<file path="src/rtl/ddr_xfer_seq.sv">
// Splits a DDR transfer request into beat-aligned chunks that never cross a
// MAX_CHUNK boundary, and issues them one at a time to an AXI data mover.
module ddr_xfer_seq #(
  parameter int unsigned ADDR_WIDTH = 64,
  parameter int unsigned LEN_WIDTH  = 24,
  parameter int unsigned BEAT_BYTES = 32,
  parameter int unsigned MAX_CHUNK  = 4096,
  parameter int unsigned TIMEOUT    = 65535
) (
  input  logic                  clk,
  input  logic                  rst_n,
  input  logic                  init_cmptd,
  input  logic                  req_valid,
  output logic                  req_ready,
  input  logic [ADDR_WIDTH-1:0] req_addr,
  input  logic [31:0]           req_bytes,
  input  logic                  req_write,
  output logic                  ddr_conf,
  output logic [ADDR_WIDTH-1:0] ddr_st_addr_out,
  output logic [LEN_WIDTH-1:0]  ddr_len,
  output logic                  cmd_type,
  output logic [2:0]            axi_size,
  input  logic                  mover_idle,
  output logic                  done,
  output logic                  err,
  output logic                  busy,
  output logic [15:0]           chunk_cnt
);

  localparam int unsigned BEAT_SH = $clog2(BEAT_BYTES);
  localparam int unsigned OFF_W   = $clog2(MAX_CHUNK);
  localparam int unsigned CHUNK_W = OFF_W + 1;
  localparam int unsigned REM_W   = 33;
  localparam int unsigned TO_W    = $clog2(TIMEOUT + 1);
  localparam int unsigned CNT_W   = 16;

  typedef enum logic [2:0] {
    IDLE   = 3'd0,
    CALC   = 3'd1,
    ISSUE  = 3'd2,
    GUARD  = 3'd3,
    WAIT   = 3'd4,
    FINISH = 3'd5
  } state_t;

  state_t state, state_next;

  logic [ADDR_WIDTH-1:0] addr;
  logic [REM_W-1:0]      remaining;
  logic [CHUNK_W-1:0]    chunk;
  logic                  dir;
  logic [TO_W-1:0]       cnt;

  logic                  clear_c;
  logic                  accept_c;
  logic [REM_W-1:0]      rem_round_c;
  logic [CHUNK_W-1:0]    to_bound_c;
  logic [CHUNK_W-1:0]    chunk_c;

  assign clear_c   = !rst_n || !init_cmptd;
  assign req_ready = (state == IDLE) && mover_idle;
  assign accept_c  = req_valid && req_ready;
  assign axi_size  = 3'(BEAT_SH);

  // 33-bit rounding so a length near 4 GiB rounds up without wrapping
  assign rem_round_c = (REM_W'(req_bytes) + REM_W'(BEAT_BYTES - 1))
                       & ~REM_W'(BEAT_BYTES - 1);

  // Distance to the next MAX_CHUNK boundary caps the chunk length
  assign to_bound_c = CHUNK_W'(MAX_CHUNK) - CHUNK_W'(addr[OFF_W-1:0]);
  assign chunk_c    = (remaining < REM_W'(to_bound_c)) ? CHUNK_W'(remaining)
                                                       : to_bound_c;

  always_ff @(posedge clk) begin
    if (clear_c) state <= IDLE;
    else         state <= state_next;
  end

  always_comb begin
    state_next = state;
    case (state)
      IDLE:   if (accept_c) state_next = CALC;
      CALC:   state_next = (remaining == '0) ? FINISH : ISSUE;
      ISSUE:  state_next = GUARD;
      // Mover idle lags conf by a registered stage, so it is not trusted here
      GUARD:  if (cnt == TO_W'(1)) state_next = WAIT;
      WAIT: begin
        if (mover_idle)                       state_next = CALC;
        else if (cnt == TO_W'(TIMEOUT - 1))   state_next = FINISH;
      end
      FINISH: state_next = IDLE;
      default: state_next = IDLE;
    endcase
  end

  // Datapath and registered outputs
  always_ff @(posedge clk) begin
    if (clear_c) begin
      addr            <= '0;
      remaining       <= '0;
      chunk           <= '0;
      dir             <= 1'b0;
      cnt             <= '0;
      ddr_conf        <= 1'b0;
      ddr_st_addr_out <= '0;
      ddr_len         <= '0;
      cmd_type        <= 1'b0;
      done            <= 1'b0;
      err             <= 1'b0;
      busy            <= 1'b0;
      chunk_cnt       <= '0;
    end else begin
      cnt      <= (state_next != state) ? '0 : cnt + TO_W'(1);
      busy     <= (state_next != IDLE);
      ddr_conf <= (state_next == ISSUE);
      done     <= (state_next == FINISH);

      case (state)
        IDLE: begin
          if (accept_c) begin
            addr      <= req_addr & ~ADDR_WIDTH'(BEAT_BYTES - 1);
            remaining <= rem_round_c;
            dir       <= req_write;
            chunk_cnt <= '0;
            err       <= 1'b0;
          end
        end
        CALC: begin
          if (state_next == ISSUE) begin
            chunk           <= chunk_c;
            ddr_st_addr_out <= addr;
            ddr_len         <= LEN_WIDTH'(chunk_c);
            cmd_type        <= dir;
          end
        end
        ISSUE: begin
          addr      <= addr + ADDR_WIDTH'(chunk);
          remaining <= remaining - REM_W'(chunk);
          if (chunk_cnt != {CNT_W{1'b1}}) chunk_cnt <= chunk_cnt + CNT_W'(1);
        end
        WAIT: begin
          if (state_next == FINISH) err <= 1'b1;
        end
        default: ;
      endcase
    end
  end

endmodule
</file>
<file path="config.mk">
export PLATFORM = sky130hd
export DESIGN_NAME = ddr_xfer_seq
export DESIGN_NICKNAME = d
export VERILOG_FILES = /design/src/rtl/ddr_xfer_seq.sv
export SDC_FILE = /design/constraint.sdc
export NUM_CORES = 1
export LEC_CHECK = 0
export CAP_MARGIN = 10
export CELL_PAD_IN_SITES_DETAIL_PLACEMENT = 1
export CELL_PAD_IN_SITES_GLOBAL_PLACEMENT = 2
export CORE_ASPECT_RATIO = 1.1
export CORE_UTILIZATION = 30
export CTS_CLUSTER_SIZE = 12
export DETAILED_ROUTE_END_ITERATION = 8
export PLACE_DENSITY_LB_ADDON = 0.1
export SLEW_MARGIN = 40
export SYNTH_ARGS = -nofsm -noshare
export SYNTH_HDL_FRONTEND = slang
export SYNTH_SLANG_ARGS = --single-unit
</file>
<file path="constraint.sdc">
create_clock -name clk -period 4.2 [get_ports clk]
set_clock_uncertainty 0.15 [all_clocks]
set_input_delay 0.63 -clock clk [delete_from_list [all_inputs] [get_ports clk]]
set_output_delay 0.63 -clock clk [all_outputs]
set_load 0.02 [all_outputs]
</file>
# == Word level (Yosys, flattened, before mapping) ==
# Cells that the tools add are included.
# word_totals
regBits,215
elab_cells,66
# classes
n_reduce_logical,16
muxes,17
n_eq_ne,13
order_cmp,1
add_sub_neg,6
# ops
operator,count
$pmux W64 S2,1
$pmux W33 S2,1
$add A64 B13 Y64,1
$mux W64,1
$add A32 B5 Y33 const B,1
$logic_not A33 Y1,1
$lt A33 B13 Y1,1
$mux W33,1
$sub A33 B13 Y33,1
$add A16 B1 Y16 const B,2
$mux W16,2
$pmux W16 S2,1
$eq A16 B1 Y1 const B,1
$eq A16 B16 Y1 const B,1
$ne A16 B16 Y1 const B,1
$mux W3,5
$pmux W3 S5,1
$mux W13,1
$sub A13 B12 Y13 const A,1
$eq A3 B2 Y1 const B,3
$eq A3 B3 Y1 const B,2
$ne A2 B2 Y1 const B,3
$reduce_and A2 Y1,3
$reduce_and A3 Y1,2
11 further kinds,15

# == Longest topological paths before layout ==
# Gate-level depths: netlist of the first run.
# logic_depth
ltp_word,8
mapped_depth,14
depth_no_buf,12

# == Worst setup path after synthesis of the first run ==
# Ideal clock, no wire load.
# synth_timing
path_type,reg2reg
from,register chunk[0]
to,register addr[60]
required_time_ns,3.971
path_slack_ns,1.070
path_buffers,1
path_stages_with_launch,11
setup_time_ns,0.079
t_arrival_ns,2.901
synth_period_minus_slack_ns,3.130
path_cell_list,dfxtp_1 > ha_1 > fa_1 > a211oi_1 > o211a_1 > or3_1 > clkbuf_1 > a2111oi_0 > nand4_1 > xor2_1 > o211ai_1
# synth_between
elab_chain_len,2
# synth_rtl
element,line_no,text
start: declaration,50,logic [CHUNK_W-1:0] chunk;
start signal: assignment,130,chunk <= chunk_c;
$add A64 B13 Y64,137,addr <= addr + ADDR_WIDTH'(chunk);
$pmux W64 S2,118,case (state)
end signal: assignment,121,addr <= req_addr & ~ADDR_WIDTH'(BEAT_BYTES - 1);
end signal: assignment,137,
end: declaration,48,logic [ADDR_WIDTH-1:0] addr;
# No other way between the ends.
# A chain may end at the register's enable or synchronous reset.

# == Worst setup path after layout of the first run ==
# layout_timing
from,register addr[4]
to,register chunk[2]
# layout_between
elab_chain_len,3
# layout_rtl
element,line_no,text
$sub A13 B12 Y13,70,assign to_bound_c = CHUNK_W'(MAX_CHUNK) - CHUNK_W'(addr[OFF_W-1:0]);
$lt A33 B13 Y1,71,assign chunk_c = (remaining < REM_W'(to_bound_c)) ? CHUNK_W'(remaining)
$mux W13,71,
# No other way between the ends.

==> results.json, run 1 <==
{
  "grt_max_degree": 83,
  "max_slew.worst_pin.slew_ns": 0.8347,
  "drt-pass1-iter-count": 5,
  "nFillCells": 4882,
  "die_h_um": 214.3,
  "multi_input_area_um2": 7423,
  "crit_path_start_kind": "register",
  "hp-class": "reg -> reg",
  "switching_share_pct": 27.64,
  "drc": 0,
  "place_hpwl_um": 31980,
  "dp.cells": 2240,
  "fin_nets": 1903,
  "power_frac_comb_pct": 13.7,
  "synth_async_sr_flop_share_pct": 0,
  "fin_util_pct": 38.77,
  "yosysTopAreaCell": "dfxtp_1",
  "stdcell_count": 2286,
  "setup_viol": 0,
  "die_w_um": 195.0,
  "worstPathRequired_ns": 4.52,
  "synth_flop_cell": "dfxtp_1",
  "clock_path_buffers": 3,
  "grt_pass1_vias": 12720,
  "place.gp.congestion": 0.8223,
  "clock_power_share_pct": 44.6,
  "period_needed_ns": 3.700,
  "synth_cell_type_count": 77,
  "synthCells": 1599,
  "dieArea_um2": 41770,
  "postCtsSetupBuffers": 0,
  "ant_nets": 0,
  "port_buffers": 195,
  "maxSlewViolCount": 0,
  "p_seq_share_pct": 41.8,
  "cp-startpoint": "addr[4]",
  "slew_headroom_pct": 44.36,
  "cp_top_family": "simple AND/OR/NAND/NOR gates",
  "peakVddDrop_uv": 276.1,
  "hold_start": "ddr_st_addr_out[40]",
  "fmax_mhz": 270.3,
  "crit_type": "reg -> reg",
  "min_period_over_period_pct": 88.10,
  "drive_above_1_share_pct": 6.881,
  "status": "finished clean",
  "grt_pass1_wl_um": 70990,
  "antenna_found_initial": 0,
  "crit_buf_inv": 2,
  "layout_commonest_cell": "nand2_1",
  "synth_area_leaders": "dfxtp_1, nand2_1, a21oi_1",
  "grt_use_total_pct": 21.14,
  "power_mw": 5.058,
  "cellLeakagePower_nw": 5.241,
  "wl_um": 44600,
  "hold_buffers": 0,
  "clkSinkCount": 215,
  "p_int_mw": 3.660,
  "diodes": 0,
  "htreeDepth": 1,
  "drt_iter0_markers": 500,
  "finalSetupTns_ns": 0,
  "synth_edf_count": 0,
  "area_growth_pct": 27.06,
  "cts_tree": "yes",
  "vias": 12300,
  "regArea_um2": 4304,
  "slowest_stage": "nor4_1",
  "ioPinCount": 215,
  "cts_root_buf": "clkbuf_16",
  "cpMostUsedCell": "buf_4",
  "synth_warnings": 0,
  "overflow": 0,
  "postCtsResizedCells": 0,
  "crit_arrival_ns": 4.02,
  "yosysSeqAreaShare_pct": 35.03,
  "power.switching_mw": 1.398,
  "insertion_delay_ns": 0.56,
  "std_cell_rows": 77,
  "whs_ns": 0.3027,
  "wl_per_cell_um": 19.51,
  "core_um2": 40270,
  "drv_cap": 0,
  "synth_area_um2": 12290,
  "cp_cell_sequence": "nor4_1 -> nand2_1 -> or3_1 -> ha_1 -> nand4_1 -> a211oi_1 -> o21ai_1 -> buf_4 -> and2_1 -> buf_4 -> or2_2 -> a31oi_1",
  "syn_area_per_cell_um2": 7.684,
  "cts_buffers": 27,
  "p_per_area_nw_per_um2": 324.0,
  "synth_seq_cells": 215,
  "hold_viol_final": 0,
  "cp-end-kind": "register",
  "rsz0062_at_grt": "false",
  "critPathMaxFanout": 12,
  "initial_utilization_pct": 30.51,
  "slowest_delay_ns": 0.59,
  "final_cell_mix": "nand2_1, dfxtp_1, clkdlybuf4s50_1, a21oi_1, nor2_1",
  "synth_top_area_share_pct": 35.03,
  "r2r-start": "addr[4]",
  "routed_via_density": 5.380,
  "path_clk_slew_ns": 0.06
}
==> cells by family (layout without fill, tap and decap cells) <==
family | count (synthesis) | count (layout) | share of synthesized area (%)
AND/OR/NAND/NOR | 657 | 657 | 25.55
AO/OA/AOI/OAI | 430 | 430 | 21.91
multiplexers | 8 | 8 | 0.6925
buffers and inverters | 147 | 309 | 5.275
flip-flops | 215 | 215 | 35.03
XOR/XNOR | 95 | 95 | 6.772
adder cells (fa/ha/maj) | 45 | 45 | 4.705
other | 2 | 14 | 0.06112
==> metal layers <==
metal | vias to the layer above | wire length (um) | share of wire, % | GRT usage (%)
met5 | - | 0 | 0 | 0
met4 | 0 | 1175 | 2.6 | 6.693
met3 | 65 | 1427 | 3.2 | 2.595
met2 | 208 | 21780 | 49 | 37.50
met1 | 5978 | 20210 | 45 | 26.38
li1 | 6047 | - | - | -
==> worst reg2reg max path, stage by stage, from the launching register on <==
cell      delay, ns
dfxtp_1        0.37
nor4_1         0.59
nand2_1        0.22
or3_1          0.43
ha_1           0.35
nand4_1        0.11
a211oi_1       0.25
o21ai_1        0.10
buf_4          0.17
and2_1         0.22
buf_4          0.21
or2_2          0.28
a31oi_1        0.17
==> layout make-up <==
cell class                      instances  area share, %
Multi-Input combinational cell       1249          47.55
Sequential cell                       215          27.57
Timing Repair Buffer                  227          14.52
Clock buffer                           41          5.178
Tap cell                              513          4.112
Inverter                               36         0.8656
Clock inverter                          5         0.2004
==> cells in the mapped netlist, drive strengths merged, types with 4 or more instances <==
master  count
nand2     262
dfxtp     215
a21oi     173
nor2      120
clkbuf     76
nand3      76
o21ai      69
xor2       53
ha         43
xnor2      42
nor3       40
inv        36
buf        35
a31oi      33
nand4      31
and3       28
a211oi     23
o211ai     21
nor4       20
a22oi      19
or3        16
a21o       14
or4        14
o21a       12
or2        12
and4       11
a311oi      8
nand2b      7
o31ai       7
o221ai      6
o311ai      6
and2        5
a221oi      4
mux2        4
mux2i       4
nor4b       4
o31a        4
==> sequential cells by signal, indices dropped and copies added, names as in the netlist <==
name / cells
chunk_cnt: 16
done: 1
state: 3
busy: 1
remaining: 33
chunk: 13
dir: 1
cmd_type: 1
ddr_conf: 1
cnt: 16
err: 1
addr: 64
ddr_st_addr_out: 64
==> power by group through the flow <==
stage / registers [mW] / logic (mW) / clock network, mW
6_report: 2.11 / 0.691 / 2.25
3_3_place_gp: 2.16 / 0.689 / 0
2_1_floorplan: 2.14 / 0.428 / 0
4_1_cts: 2.11 / 0.700 / 2.33
3_5_place_dp: 2.16 / 0.695 / 0
5_1_grt: 2.12 / 0.763 / 2.40
==> through the flow <==
step | setup WS [ns] | cell area, um2
2_1_floorplan | 1.070 | 12330
3_3_place_gp | 0.6430 | 14760
3_5_place_dp | 0.5455 | 14770
4_1_cts | 0.5089 | 15610
5_1_grt | 0.3095 | 15610
6_report | 0.4998 | 15610
==> path summary, 6_finish.rpt <==
path / cells after the start / to / slack (ns)
worst max-delay path: 12 / chunk[2] / 0.50
worst min register to register: 2 / ddr_st_addr_out[40] / 0.30
worst min-delay path: 2 / ddr_st_addr_out[40] / 0.30
worst max register to register: 12 / chunk[2] / 0.50
No activity file was read; power rests on OpenSTA's default activity.
==> inputs of run 2 (changes only) <==
- RECOVER_POWER: unset -> 50
==> run 2 against run 1 <==
  * Non-clock buffer count stayed put
  * Combinational power is 1% lower
  * Flip-flop and latch count unchanged
  * First-iteration DRC count decreased by 9.0%
  * Routed wire length decreased by 0.12%
  * Global-route usage is the same
  * Via count shrank 0.25%
  * Register-to-register slack about the same
  * Final area decreased by 0.31%
  * Cell count did not move
==> results.json, run 2 (synthesis gave the netlist of run 1 again) <==
{
  "status": "finished clean",
  "period_needed_ns": 3.748,
  "initial_utilization_pct": 30.51,
  "postCtsSetupBuffers": 0,
  "slowest_delay_ns": 0.75,
  "worstPathRequired_ns": 4.46,
  "slew_headroom_pct": 24.86,
  "clkSinkCount": 215,
  "ioPinCount": 215,
  "routed_via_density": 5.366,
  "core_um2": 40270,
  "place_hpwl_um": 31980,
  "clock_power_share_pct": 44.7,
  "drt_iter0_markers": 455,
  "port_buffers": 195,
  "stdcell_count": 2286,
  "peakVddDrop_uv": 276.2,
  "place.gp.congestion": 0.8223,
  "hp-class": "reg -> reg",
  "drt-pass1-iter-count": 5,
  "max_slew.worst_pin.slew_ns": 1.124,
  "p_seq_share_pct": 41.9,
  "route.met3.wl_um": 1394,
  "highest_layer": "met4",
  "nFillCells": 4891,
  "p_per_area_nw_per_um2": 324.3,
  "grt_use_total_pct": 21.14,
  "finalSetupTns_ns": 0,
  "fmax_mhz": 266.8,
  "area_growth_pct": 26.66,
  "slowest_stage": "nand2_1",
  "drive_above_1_share_pct": 6.204,
  "drv_cap": 0,
  "power.switching_mw": 1.394,
  "crit_arrival_ns": 4.00,
  "hold_buffers": 0,
  "cellLeakagePower_nw": 5.559,
  "min_period_over_period_pct": 89.23,
  "ant_nets": 0,
  "antenna_found_initial": 1,
  "crit_buf_inv": 2,
  "die_w_um": 195.0,
  "crit_path_start_kind": "primary input",
  "cts_root_buf": "clkbuf_16",
  "layout_commonest_cell": "nand2_1",
  "critPathMaxFanout": 20,
  "wl_met1_um": 20140,
  "drc": 0,
  "fin_nets": 1903,
  "diodes": 0,
  "vias": 12270,
  "switching_share_pct": 27.61,
  "wl_per_cell_um": 19.48,
  "std_cell_rows": 77,
  "setup_viol": 0,
  "multi_input_area_um2": 7401,
  "met2_length_um": 21830,
  "cp_top_family": "simple AND/OR/NAND/NOR gates",
  "dp.cells": 2240,
  "insertion_delay_ns": 0.56,
  "final_cell_mix": "nand2_1, dfxtp_1, a21oi_1, nor2_1, dlygate4sd3_1",
  "htreeDepth": 1,
  "postCtsResizedCells": 0,
  "cpMostUsedCell": "nand2_1",
  "wl_um": 44540,
  "cts_buffers": 27,
  "die_h_um": 214.3,
  "regArea_um2": 4304,
  "grt_pass1_wl_um": 70990,
  "maxSlewViolCount": 0,
  "rsz0062_at_grt": "false",
  "largest_registers": "addr: 64 flops, ddr_st_addr_out: 64 flops, remaining: 33 flops",
  "grt_pass1_vias": 12720,
  "power_frac_comb_pct": 13.5,
  "path_clk_slew_ns": 0.06,
  "grt_max_degree": 83,
  "cts_tree": "yes",
  "cp-end-kind": "register",
  "clock_path_buffers": 3,
  "hold_viol_final": 0,
  "cp_cell_sequence": "dlygate4sd3_1 -> nor4b_1 -> nand2_1 -> nand2_1 -> clkbuf_1 -> o21ai_0 -> a222oi_1 -> nor2_1",
  "overflow": 0,
  "crit_type": "in -> reg",
  "dieArea_um2": 41770,
  "p_int_mw": 3.653
}
[run 2: cell types whose count changed in the layout (fill, tap and decap cells not counted), moves of 7 or more]
cell	previous run	this run
dlygate4sd3_1	0	99
clkbuf_1	6	13
buf_4	26	19
clkdlybuf4s50_1	195	96
[run 2: layer usage]
layer / up-vias / track usage, %
li1: 6049 / -
met1: 5963 / 26.38
met2: 190 / 37.50
met3: 65 / 2.595
met4: 0 / 6.693
met5: - / 0
[run 2: path summary, 6_finish.rpt]
check	slack (ns)	start	depth (start not counted)	to
setup / recovery	0.45	mover_idle	8	addr[54]
hold / removal	0.30	ddr_st_addr_out[40]	2	ddr_st_addr_out[40]
setup reg to reg	0.50	remaining[24]	8	ddr_st_addr_out[43]
hold reg to reg	0.30	ddr_st_addr_out[40]	2	ddr_st_addr_out[40]
[run 2: tightest hold or removal path, delay by kind of cell (launching register included)]
kind / cells / cell delay (ns)
DFF: 1 / 0.30
and+or+nand+nor: 1 / 0.05
AOI/OAI and AO/OA: 1 / 0.05
[run 2: per-stage QoR]
step                total power [mW]  cell area [um2]  setup slack [ns]  util, %  hold WS, ns
floorplan                      2.571            12330             1.070        -       0.2821
global placement               2.846            14760            0.6430    36.65       0.2915
detailed placement             2.852            14770            0.5455    36.67       0.2961
CTS                            5.140            15610            0.5089    38.76       0.3042
global route                   5.272            15560            0.1568    38.64       0.3256
finish                         5.047            15560            0.4523    38.64       0.3003
[run 2: area by class of cell]
class	instances	share of cell area [%]
clock buffer	41	5.194
clock inverter	5	0.2010
inverter	36	0.8683
multi-input combinational	1249	47.56
sequential	215	27.66
tap	513	4.124
timing repair buffer	227	14.40
[run 2: power groups by stage]
stage	registers, mW	clock network (mW)	logic (mW)
final	2.11	2.25	0.681
after global routing	2.12	2.40	0.753
after CTS	2.11	2.33	0.700
after detailed placement	2.16	0	0.695
after global placement	2.16	0	0.689
after floorplan	2.14	0	0.428
